### src/rtl/hazard_pkg.sv
// Shared types and helpers for the pipeline hazard controller and its MDU timer.
package hazard_pkg;

    typedef enum logic {
        IDLE = 1'b0,
        BUSY = 1'b1
    } mdu_state_e;

    localparam int REG_ZERO = 0;

    // Counter must hold MDU_LAT itself, hence the +1.
    function automatic int cnt_width(input int lat);
        return $clog2(lat + 1);
    endfunction

endpackage

### src/rtl/mdu_busy_timer.sv
// Tracks multiply/divide unit occupancy: busy for exactly MDU_LAT cycles after a start pulse.
//   state | meaning
//   IDLE  | MDU free, waiting for a start pulse
//   BUSY  | MDU computing, cnt counts remaining busy cycles down to 1
module mdu_busy_timer
    import hazard_pkg::*;
#(
    parameter int MDU_LAT = 32
) (
    input  logic clk,
    input  logic clr,
    input  logic start,
    output logic busy
);

    localparam int CW = cnt_width(MDU_LAT);

    mdu_state_e    state, state_nxt;
    logic [CW-1:0] cnt, cnt_nxt;

    always_ff @(posedge clk) begin
        if (clr) begin
            state <= IDLE;
            cnt   <= '0;
        end else begin
            state <= state_nxt;
            cnt   <= cnt_nxt;
        end
    end

    // Keeps counting through pipeline freezes; only clr aborts an operation.
    always_comb begin
        state_nxt = state;
        cnt_nxt   = cnt;
        case (state)
            IDLE: begin
                if (start) begin
                    state_nxt = BUSY;
                    cnt_nxt   = CW'(MDU_LAT);
                end
            end
            BUSY: begin
                if (cnt == CW'(1)) begin
                    state_nxt = IDLE;
                    cnt_nxt   = '0;
                end else begin
                    cnt_nxt = cnt - CW'(1);
                end
            end
            default: begin
                state_nxt = IDLE;
                cnt_nxt   = '0;
            end
        endcase
    end

    assign busy = (state == BUSY);

endmodule

### src/rtl/pipe_hazard_ctrl.sv
// Stage-register load/flush control and MDU launch for the 5-stage pipeline.
// Define HAZARD_PERF_EN to build the stall_cycles performance counter; otherwise it reads 0.
module pipe_hazard_ctrl
    import hazard_pkg::*;
#(
    parameter int MDU_LAT    = 32,
    parameter int REG_ADDR_W = 5
) (
    input  logic                  clk,
    input  logic                  clr,
    input  logic [REG_ADDR_W-1:0] id_rs,
    input  logic [REG_ADDR_W-1:0] id_rt,
    input  logic                  id_uses_rt,
    input  logic                  id_mdu_op,
    input  logic                  id_hilo_read,
    input  logic [REG_ADDR_W-1:0] ex_rt,
    input  logic                  ex_mem_read,
    input  logic                  br_taken_ex,
    input  logic                  ext_stall,
    output logic                  pc_en,
    output logic                  ifid_en,
    output logic                  idex_en,
    output logic                  exmem_en,
    output logic                  ifid_flush,
    output logic                  idex_flush,
    output logic                  mdu_start,
    output logic                  mdu_busy,
    output logic [31:0]           stall_cycles
);

    logic load_use;
    logic mdu_hazard;

    assign load_use = ex_mem_read
                    && (ex_rt != REG_ADDR_W'(REG_ZERO))
                    && ((ex_rt == id_rs) || (id_uses_rt && (ex_rt == id_rt)));

    assign mdu_hazard = mdu_busy && (id_mdu_op || id_hilo_read);

    always_comb begin
        pc_en      = 1'b0;
        ifid_en    = 1'b0;
        idex_en    = 1'b0;
        exmem_en   = 1'b0;
        ifid_flush = 1'b0;
        idex_flush = 1'b0;
        mdu_start  = 1'b0;
        if (clr) begin
            ifid_flush = 1'b1;
            idex_flush = 1'b1;
        end else if (ext_stall) begin
            // Full freeze; a taken branch stays in EX and is seen again next cycle.
        end else if (br_taken_ex) begin
            pc_en      = 1'b1;
            ifid_en    = 1'b1;
            idex_en    = 1'b1;
            exmem_en   = 1'b1;
            ifid_flush = 1'b1;
            idex_flush = 1'b1;
        end else if (load_use || mdu_hazard) begin
            idex_en    = 1'b1;
            exmem_en   = 1'b1;
            idex_flush = 1'b1;
        end else begin
            pc_en     = 1'b1;
            ifid_en   = 1'b1;
            idex_en   = 1'b1;
            exmem_en  = 1'b1;
            mdu_start = id_mdu_op;
        end
    end

    mdu_busy_timer #(
        .MDU_LAT (MDU_LAT)
    ) u_mdu_timer (
        .clk   (clk),
        .clr   (clr),
        .start (mdu_start),
        .busy  (mdu_busy)
    );

`ifdef HAZARD_PERF_EN
    always_ff @(posedge clk) begin
        if (clr) begin
            stall_cycles <= '0;
        end else if (!pc_en) begin
            stall_cycles <= stall_cycles + 32'd1;
        end
    end
`else
    assign stall_cycles = '0;
`endif

endmodule

### config.mk
export PLATFORM = sky130hd
export DESIGN_NAME = pipe_hazard_ctrl
export DESIGN_NICKNAME = d
export VERILOG_FILES = /design/src/rtl/hazard_pkg.sv /design/src/rtl/mdu_busy_timer.sv /design/src/rtl/pipe_hazard_ctrl.sv
export SDC_FILE = /design/constraint.sdc
export NUM_CORES = 1
export LEC_CHECK = 0
export ABC_AREA = 1
export ABC_CLOCK_PERIOD_IN_PS = 2000
export BUFFER_PORTS_ARGS = -buffer_cell sky130_fd_sc_hd__buf_4
export CORE_AREA = 8 8 61 63
export DETAILED_ROUTE_END_ITERATION = 8
export DIE_AREA = 0 0 69 71
export GPL_TIMING_DRIVEN = 0
export PLACE_DENSITY_LB_ADDON = 0.05
export SETUP_SLACK_MARGIN = 0.05
export SYNTH_ARGS = -nofsm -noshare
export SYNTH_HDL_FRONTEND = slang
export SYNTH_HIERARCHICAL = 1
export SYNTH_SLANG_ARGS = --single-unit
### constraint.sdc
create_clock -name clk -period 2 [get_ports clk]
set_input_delay 0.4 -clock clk [delete_from_list [all_inputs] [get_ports clk]]
set_output_delay 0.4 -clock clk [all_outputs]
set_load 0.1 [all_outputs]
Yosys cells after proc, flatten, opt, wreduce, memory -nomap -nowiden
Index checks and enable logic that the tools add are counted.
- flip-flop bits (word level): 7
- bits in latches: 0
- RAM bits: 0
- memory bits (read-only): 0
- input bits: 23
- output and inout bits: 40
- logic and storage cells: 39
- memories kept: 0
- add/sub/neg operators: 1
- $mul: 0
- div/mod/pow operators: 0
- magnitude comparators: 0
- eq/ne operators: 4
- shift operators: 0
- mux-type cells: 23
- bitwise gates (word level): 1
- reduce and logical (&&, ||, !) cells: 8
- operators with widths (operator ; count):
    $mux 1 ; 19
    $mux 6 ; 2
    $pmux 6 s2 ; 1
    $eq 5x5->1 ; 2
    $eq 6x1->1 const B ; 1
    $sub 6x1->6 const B ; 1
    $reduce_bool 5->1 ; 1
    $logic_and 1x1->1 ; 4
    $logic_or 1x1->1 ; 3
    $ne 2x2->1 const B ; 1
    $pmux 1 s2 ; 1
    $not 1->1 ; 1

Logic depth before layout (Yosys ltp)
Gate-level depths: netlist of run 1.
- word-level depth: 11
- gate-level depth with buffers: 12
- gate-level depth less buffers: 12

Modules after synthesis
The synthesis of run 1 kept the hierarchy.
- by module, submodules not included (module ; instances ; cells an instance ; area an instance (µm²) ; sequential area each (µm²)):
    pipe_hazard_ctrl ; 1 ; 102 ; 536.8 ; 0.0
    mdu_busy_timer ; 1 ; 54 ; 377.9 ; 140.1

Worst setup path before layout of run 1
Ideal clock, no wire load.
- path type: input port to output port
- start point: in ext_stall
- end point: out pc_en
- data arrival time: 3879 ps
- data required time: 1600 ps
- setup slack: -2279 ps
- stages: 3
- path buffers: 1
- cell sequence: nor2_1 a21boi_1 buf_4
- word-level cells in the longest chain between the ends: 2
- ends and longest elaborated chain (item ; line ; RTL):
    from (decl) ; pipe_hazard_ctrl.sv:19 ; input logic ext_stall,
    $mux 1 (2 in a row) ; - ;
    to (decl) ; pipe_hazard_ctrl.sv:20 ; output logic pc_en,
Every way passes these cells.

Final worst setup path of run 1
- start point: in id_rs[3]
- end point: out pc_en
- word-level cells in the longest chain between the ends: 8
- ends and longest elaborated chain (item ; line ; RTL):
    from (decl) ; pipe_hazard_ctrl.sv:11 ; input logic [REG_ADDR_W-1:0] id_rs,
    $eq 5x5->1 ; pipe_hazard_ctrl.sv:36 ; && ((ex_rt == id_rs) || (id_uses_rt && (ex_rt == id_rt)));
    $logic_or 1x1->1 ; pipe_hazard_ctrl.sv:36 ;
    $logic_and 1x1->1 ; pipe_hazard_ctrl.sv:36 ;
    $logic_or 1x1->1 ; pipe_hazard_ctrl.sv:60 ; end else if (load_use || mdu_hazard) begin
    $mux 1 ; pipe_hazard_ctrl.sv:60 ;
    $mux 1 ; pipe_hazard_ctrl.sv:53 ; end else if (br_taken_ex) begin
    $mux 1 ; pipe_hazard_ctrl.sv:51 ; end else if (ext_stall) begin
    $mux 1 ; pipe_hazard_ctrl.sv:48 ; if (clr) begin
Every way passes these cells.

==> results.cfg, run 1 <==
[timing]
finalSetupViolCount = 0
worst_slack_ns = 0.133
fin_crit_sh_pct = 93.4
fin_crit_ns = 1.87
rsz0062_at_grt = no
clock.fmax_ghz = 0.536
finalSetupTns_ns = 0
holdWs_ns = 0.397
final_hold_viol_count = 0
maxSlewViolCount = 0
fin_skew_ns = 0.00211

[synth]
netlist_top_cells_area = buf_4 28%, nand2_1 17%, dfxtp_1 15%, inv_1 9.8%, nor2_1 5.3%
yosysTopAreaCell = buf_4
synthTopCellsByCount = 42 x nand2_1, 34 x buf_4, 24 x inv_1
post-synth-top-area-fraction_pct = 27.9
yosys_warnings = 6
yosysMostFrequentCell = nand2_1
ys_seq_elements = 7
synth-simple-area-share_pct = 33.4
syn_area_per_cell_sq_um = 5.86
syn_inst = 156
synth_top_family_by_area = buffers and inverters
postSynth.asyncResetShare_pct = 0
synth_fa_ha_area_share_pct = 2.74
synth_compound_area_share_pct = 7.66
synthMuxAreaShare_pct = 0
syn_area_sq_um = 915
synthFlopType = dfxtp_1
synth_edf_count = 0
synthDistinctLibCells = 20
synth_xor_area_share_pct = 1.92
ys_seq_area_share_pct = 15.3

[finish]
nNetsFinal = 247
fin_cells = 254
area_delta_synth_final_pct = 60.1
layout-drive-gt1-share_pct = 45.2
multi_input_area_sq_um = 591
final_util_pct = 51.3
diodes = 0
seqCellArea_sq_um = 141
fill_cells = 306
fin_area_sq_um = 1460

[drt]
drtAntennaViolNets = 0
routedWlPerCell_um = 9.65
first_iter_violations = 49
drc_errors = 0
viasPerCell = 3.82
via_count = 971
drt_pass1_iterations = 4
drt-total-wl_mm = 2.45

[power_and_ir_drop]
vdd_drop_max_mv = 0.313
power.leakage_nw = 0.837
power_density_nw_per_um2 = 573
power.total_mw = 0.838

[clock_tree]
cts_root_buffer = clkbuf_4
cts_buffers = 3
ctsHtreeMaxLevel = 1
cts.sinks = 7
cts_buffer_depth = 2
insertion_delay_ns = 0.25
post_cts_buffers = 0
hold_buffers = 0
clkTransAtPathRegs_ns = 0.05
cts_tree = done

[die]
die_area_sq_um = 4900
fp-row-count = 20
dieHeight_um = 71
die_w_um = 69
start_util_pct = 32.1
num_io_pins = 63
placeableCoreArea_sq_um = 2850

[critical_path]
start_kind = input port
crit_fanout = 2
worstPathRequired_ns = 1.60
cp.arrival_ns = 1.47
endpoint_kind = primary output
critPathKind = input port to primary output

[place]
dp_hpwl_mm = 2.08
io_buffers = 30
dp_cells = 250
dpl_cell_area_sq_um = 1340
gp_congestion = 0.759
pre_cts_ws_ns = -0.0545

[job]
max_cap_violations = 0

[grt]
grt_max_degree = 10
antenna_found_initial = 0
grt_pass1_wl_mm = 3.96
grt_overflow_total = 0
grt_use_total_pct = 9.25
grt_pass1_vias = 969

[min_path]
hold_class = input port to flop

[run_status]
status = finished, final reports clean
==> power by group <==
part           switching [mW]  internal, mW
Combinational           0.417         0.139
Clock                  0.0520        0.0761
Sequential            0.00742         0.147
==> cell usage in the layout (no fill, tap or decap), types with 3 or more instances in the layout <==
master,instances
a21oi_1,6
buf_4,50
buf_6,11
clkbuf_4,3
conb_1,32
dfxtp_1,6
inv_1,14
inv_2,8
inv_4,3
nand2_1,34
nand2_2,11
nand3_1,7
nor2_1,10
o21ai_0,3
==> worst max-delay path: stages <==
cell and delay [ns]:
buf_4 0.11, inv_1 0.05, nand2_1 0.04, nand2_1 0.06
nor2_1 0.04, nand3_1 0.06, nand2_1 0.06, nand2_2 0.08
nand2_2 0.06, a21boi_4 0.21, buf_12 0.12, buf_12 0.16
==> cell families (layout without fill, tap and decap cells) <==
| family | count (synthesis) | count (layout) |
|---|---|---|
| AO/OA/AOI/OAI | 13 | 13 |
| other | 1 | 32 |
| AND/OR/NAND/NOR | 71 | 71 |
| XOR/XNOR | 2 | 2 |
| buffers and inverters | 60 | 94 |
| flip-flops | 7 | 7 |
| adder cells (fa/ha/maj) | 2 | 2 |
==> final timing paths <==
path | from | endpoint | slack [ns] | depth (start not counted)
min | clr | u_mdu_timer/busy$_SDFF_PP0_ | 0.40 | 2
min reg2reg | u_mdu_timer/cnt[1]$_SDFFE_PP0P_ | u_mdu_timer/cnt[1]$_SDFFE_PP0P_ | 0.49 | 2
max | id_rs[3] | pc_en | 0.13 | 12
max reg2reg | u_mdu_timer/busy$_SDFF_PP0_ | u_mdu_timer/cnt[0]$_SDFFE_PP0P_ | 0.66 | 6
==> what timing repair did <==
action / 4_1_cts / 5_1_grt
cloned: 0 / 0
hold endpoints to repair: 0 / 0
resized for setup: 4 / 36
pin swaps: 0 / 22
setup endpoints to repair: 3 / 4
==> layer usage <==
layer | wire [um] | track usage (%)
met1 | 878 | 8.64
met3 | 167 | 2.94
met5 | 0 | 0
met4 | 14 | 4.10
met2 | 1390 | 17.8
==> area by class of cell <==
class / instances / area share, %
buffer: 34 / 18.3
tap: 33 / 2.82
sequential: 7 / 9.66
clock buffer: 4 / 1.79
timing repair buffer: 30 / 19.6
multi-input combinational: 120 / 40.3
inverter: 26 / 7.52
==> registers in the layout, indices dropped and copies added, names as in the netlist <==
signal	count
u_mdu_timer/cnt	6
u_mdu_timer/busy	1
No activity file was read; power rests on OpenSTA's default activity.
==> run 2, diff against run 1 <==
- CELL_PAD_IN_SITES_DETAIL_PLACEMENT: default -> 1
- CELL_PAD_IN_SITES_GLOBAL_PLACEMENT: default -> 2
- CORE_AREA: 8 8 61 63 -> 8 8 77 79
- DIE_AREA: 0 0 69 71 -> 0 0 85 87
==> run 2 against run 1 <==
Register-to-register slack worse by 0.04 ns. Critical endpoint unchanged. Via count rose by 7.3%. Global-route usage down 1.3 points. Critical path type unchanged. Design area grew 4.3%. Largest cell class unchanged.
==> results.cfg, run 2 (synthesis results as in run 1) <==
[critical_path]
worstPathRequired_ns = 1.60
cp.arrival_ns = 1.47
reg2reg_depth = 6
path_buf_inv = 4
slowest_stage = a21boi_4
crit_chain = buf_6 > inv_4 > nand2_1 > nand2_1 > nor2_2 > nand3_1 > nand2_1 > nand2_2 > nand2_2 > a21boi_4 > buf_12 > buf_16
crit_start = ex_rt[0]
r2r_end = u_mdu_timer/cnt[0]$_SDFFE_PP0P_
start_kind = input port
endpoint_kind = primary output
critPathKind = input port to primary output
crit_top_cell = nand2_1
crit_fanout = 4
slowest_delay_ns = 0.19
reg2reg_from = u_mdu_timer/busy$_SDFF_PP0_
cpLargestDelayFamily = buffers and inverters
worst-r2r-setup-slack_ns = 0.62

[timing]
holdWs_ns = 0.425
maxSlewViolCount = 0
rsz0062_at_grt = yes
fin_crit_sh_pct = 93.3
fin_skew_ns = 0.00422
final_hold_viol_count = 0
finalSetupViolCount = 0
clock.fmax_ghz = 0.536
fin_crit_ns = 1.87
worst_slack_ns = 0.134

[finish]
layout_common_cells = 51 x buf_4, 33 x nand2_1, 32 x conb_1
area_delta_synth_final_pct = 66.9
diodes = 0
final_common_cell = buf_4
final_util_pct = 31.5
top_register = u_mdu_timer/cnt
largest_register_ffs = 6
nNetsFinal = 247
layout-drive-gt1-share_pct = 46.6

[die]
die_w_um = 85
start_util_pct = 18.9
dieHeight_um = 87
placeableCoreArea_sq_um = 4850
fp-row-count = 26
die_area_sq_um = 7400
num_io_pins = 63

[power_and_ir_drop]
power.leakage_nw = 0.849
vdd_drop_max_mv = 0.199
power_density_nw_per_um2 = 603
power.total_mw = 0.920

[min_path]
worst_hold_path.endpoint = u_mdu_timer/busy$_SDFF_PP0_
holdCritStartpoint = clr
hold_class = input port to flop
hold_depth = 2

[drt]
routedWlPerCell_um = 10.5
viasPerCell = 3.76
drtAntennaViolNets = 0
drt_pass1_iterations = 3
drt-total-wl_mm = 2.90
via_count = 1042
first_iter_violations = 9
drc_errors = 0

[grt]
grt_use_total_pct = 7.97
antenna_found_initial = 0
grt_max_degree = 10
grt_overflow_total = 0
grt_pass1_wl_mm = 4.83
grt_pass1_vias = 1137

[clock_tree]
cts_tree = done
insertion_delay_ns = 0.23
ctsHtreeMaxLevel = 1
hold_buffers = 0
cts.sinks = 7
cts_buffer_depth = 2
cts_buffers = 3
cts_root_buffer = clkbuf_8
clkTransAtPathRegs_ns = 0.04

[place]
io_buffers = 30
gp_congestion = 0.772
pre_cts_ws_ns = -0.0789
dp_hpwl_mm = 2.59

[run_status]
status = finished, final reports clean

[job]
max_cap_violations = 0
==> run 2: cell types whose count changed in the layout (fill, tap and decap cells not counted) <==
| cell | before | now |
|---|---|---|
| clkbuf_4 | 3 | 0 |
| clkbuf_8 | 0 | 3 |
| buf_6 | 11 | 9 |
| nor2_1 | 10 | 8 |
| nor2_2 | 2 | 4 |
| buf_12 | 2 | 1 |
| buf_16 | 0 | 1 |
| buf_4 | 50 | 51 |
| buf_8 | 1 | 2 |
| nand2_1 | 34 | 33 |
| nand2_2 | 11 | 12 |
==> run 2: repair_timing <==
item,in CTS,in global routing
endpoints found under the setup margin,3,4
cloned,0,0
setup buffers,0,0
resized for setup,10,34
pin swaps,1,20
==> run 2: layout make-up <==
cell class | instances | area (sq um)
Buffer | 34 | 268
Clock buffer | 4 | 45.0
Fill cell | 632 | 3320
Inverter | 26 | 110
Multi-Input combinational cell | 120 | 598
Sequential cell | 7 | 141
Tap cell | 56 | 70.1
Timing Repair Buffer | 30 | 294
==> run 2: worst max path at each step <==
| stage | end | slack [ns] | cells after the start |
|---|---|---|---|
| 2_1_floorplan | pc_en | -0.32 | 3 |
| 3_3_place_gp | pc_en | -0.07 | 10 |
| 3_5_place_dp | pc_en | -0.08 | 10 |
| 4_1_cts | pc_en | 0.07 | 10 |
| 5_1_grt | pc_en | 0.04 | 12 |
| 6_report | pc_en | 0.13 | 12 |
==> run 2: routing by layer <==
layer / vias to the layer above / global-route usage [%] / wire, um
met5: - / 0 / 0
met4: 0 / 3.40 / 34
met3: 4 / 3.87 / 356
met2: 43 / 14.3 / 1440
met1: 458 / 7.57 / 1070
li1: 537 / - / -
==> run 2: where the power goes <==
| group | switching, mW | internal, mW | total, mW |
|---|---|---|---|
| clock | 0.0629 | 0.138 | 0.201 |
| sequential | 0.00721 | 0.147 | 0.154 |
| combinational | 0.423 | 0.142 | 0.565 |
==> run 2: stage by stage <==
step	std cells	TNS (ns)	instance area [sq um]
floorplan	187	-0.830	1080
global placement	273	-0.0799	1370
detailed placement	273	-0.0859	1370
CTS	277	0	1440
global route	277	0	1530
finish	277	0	1530
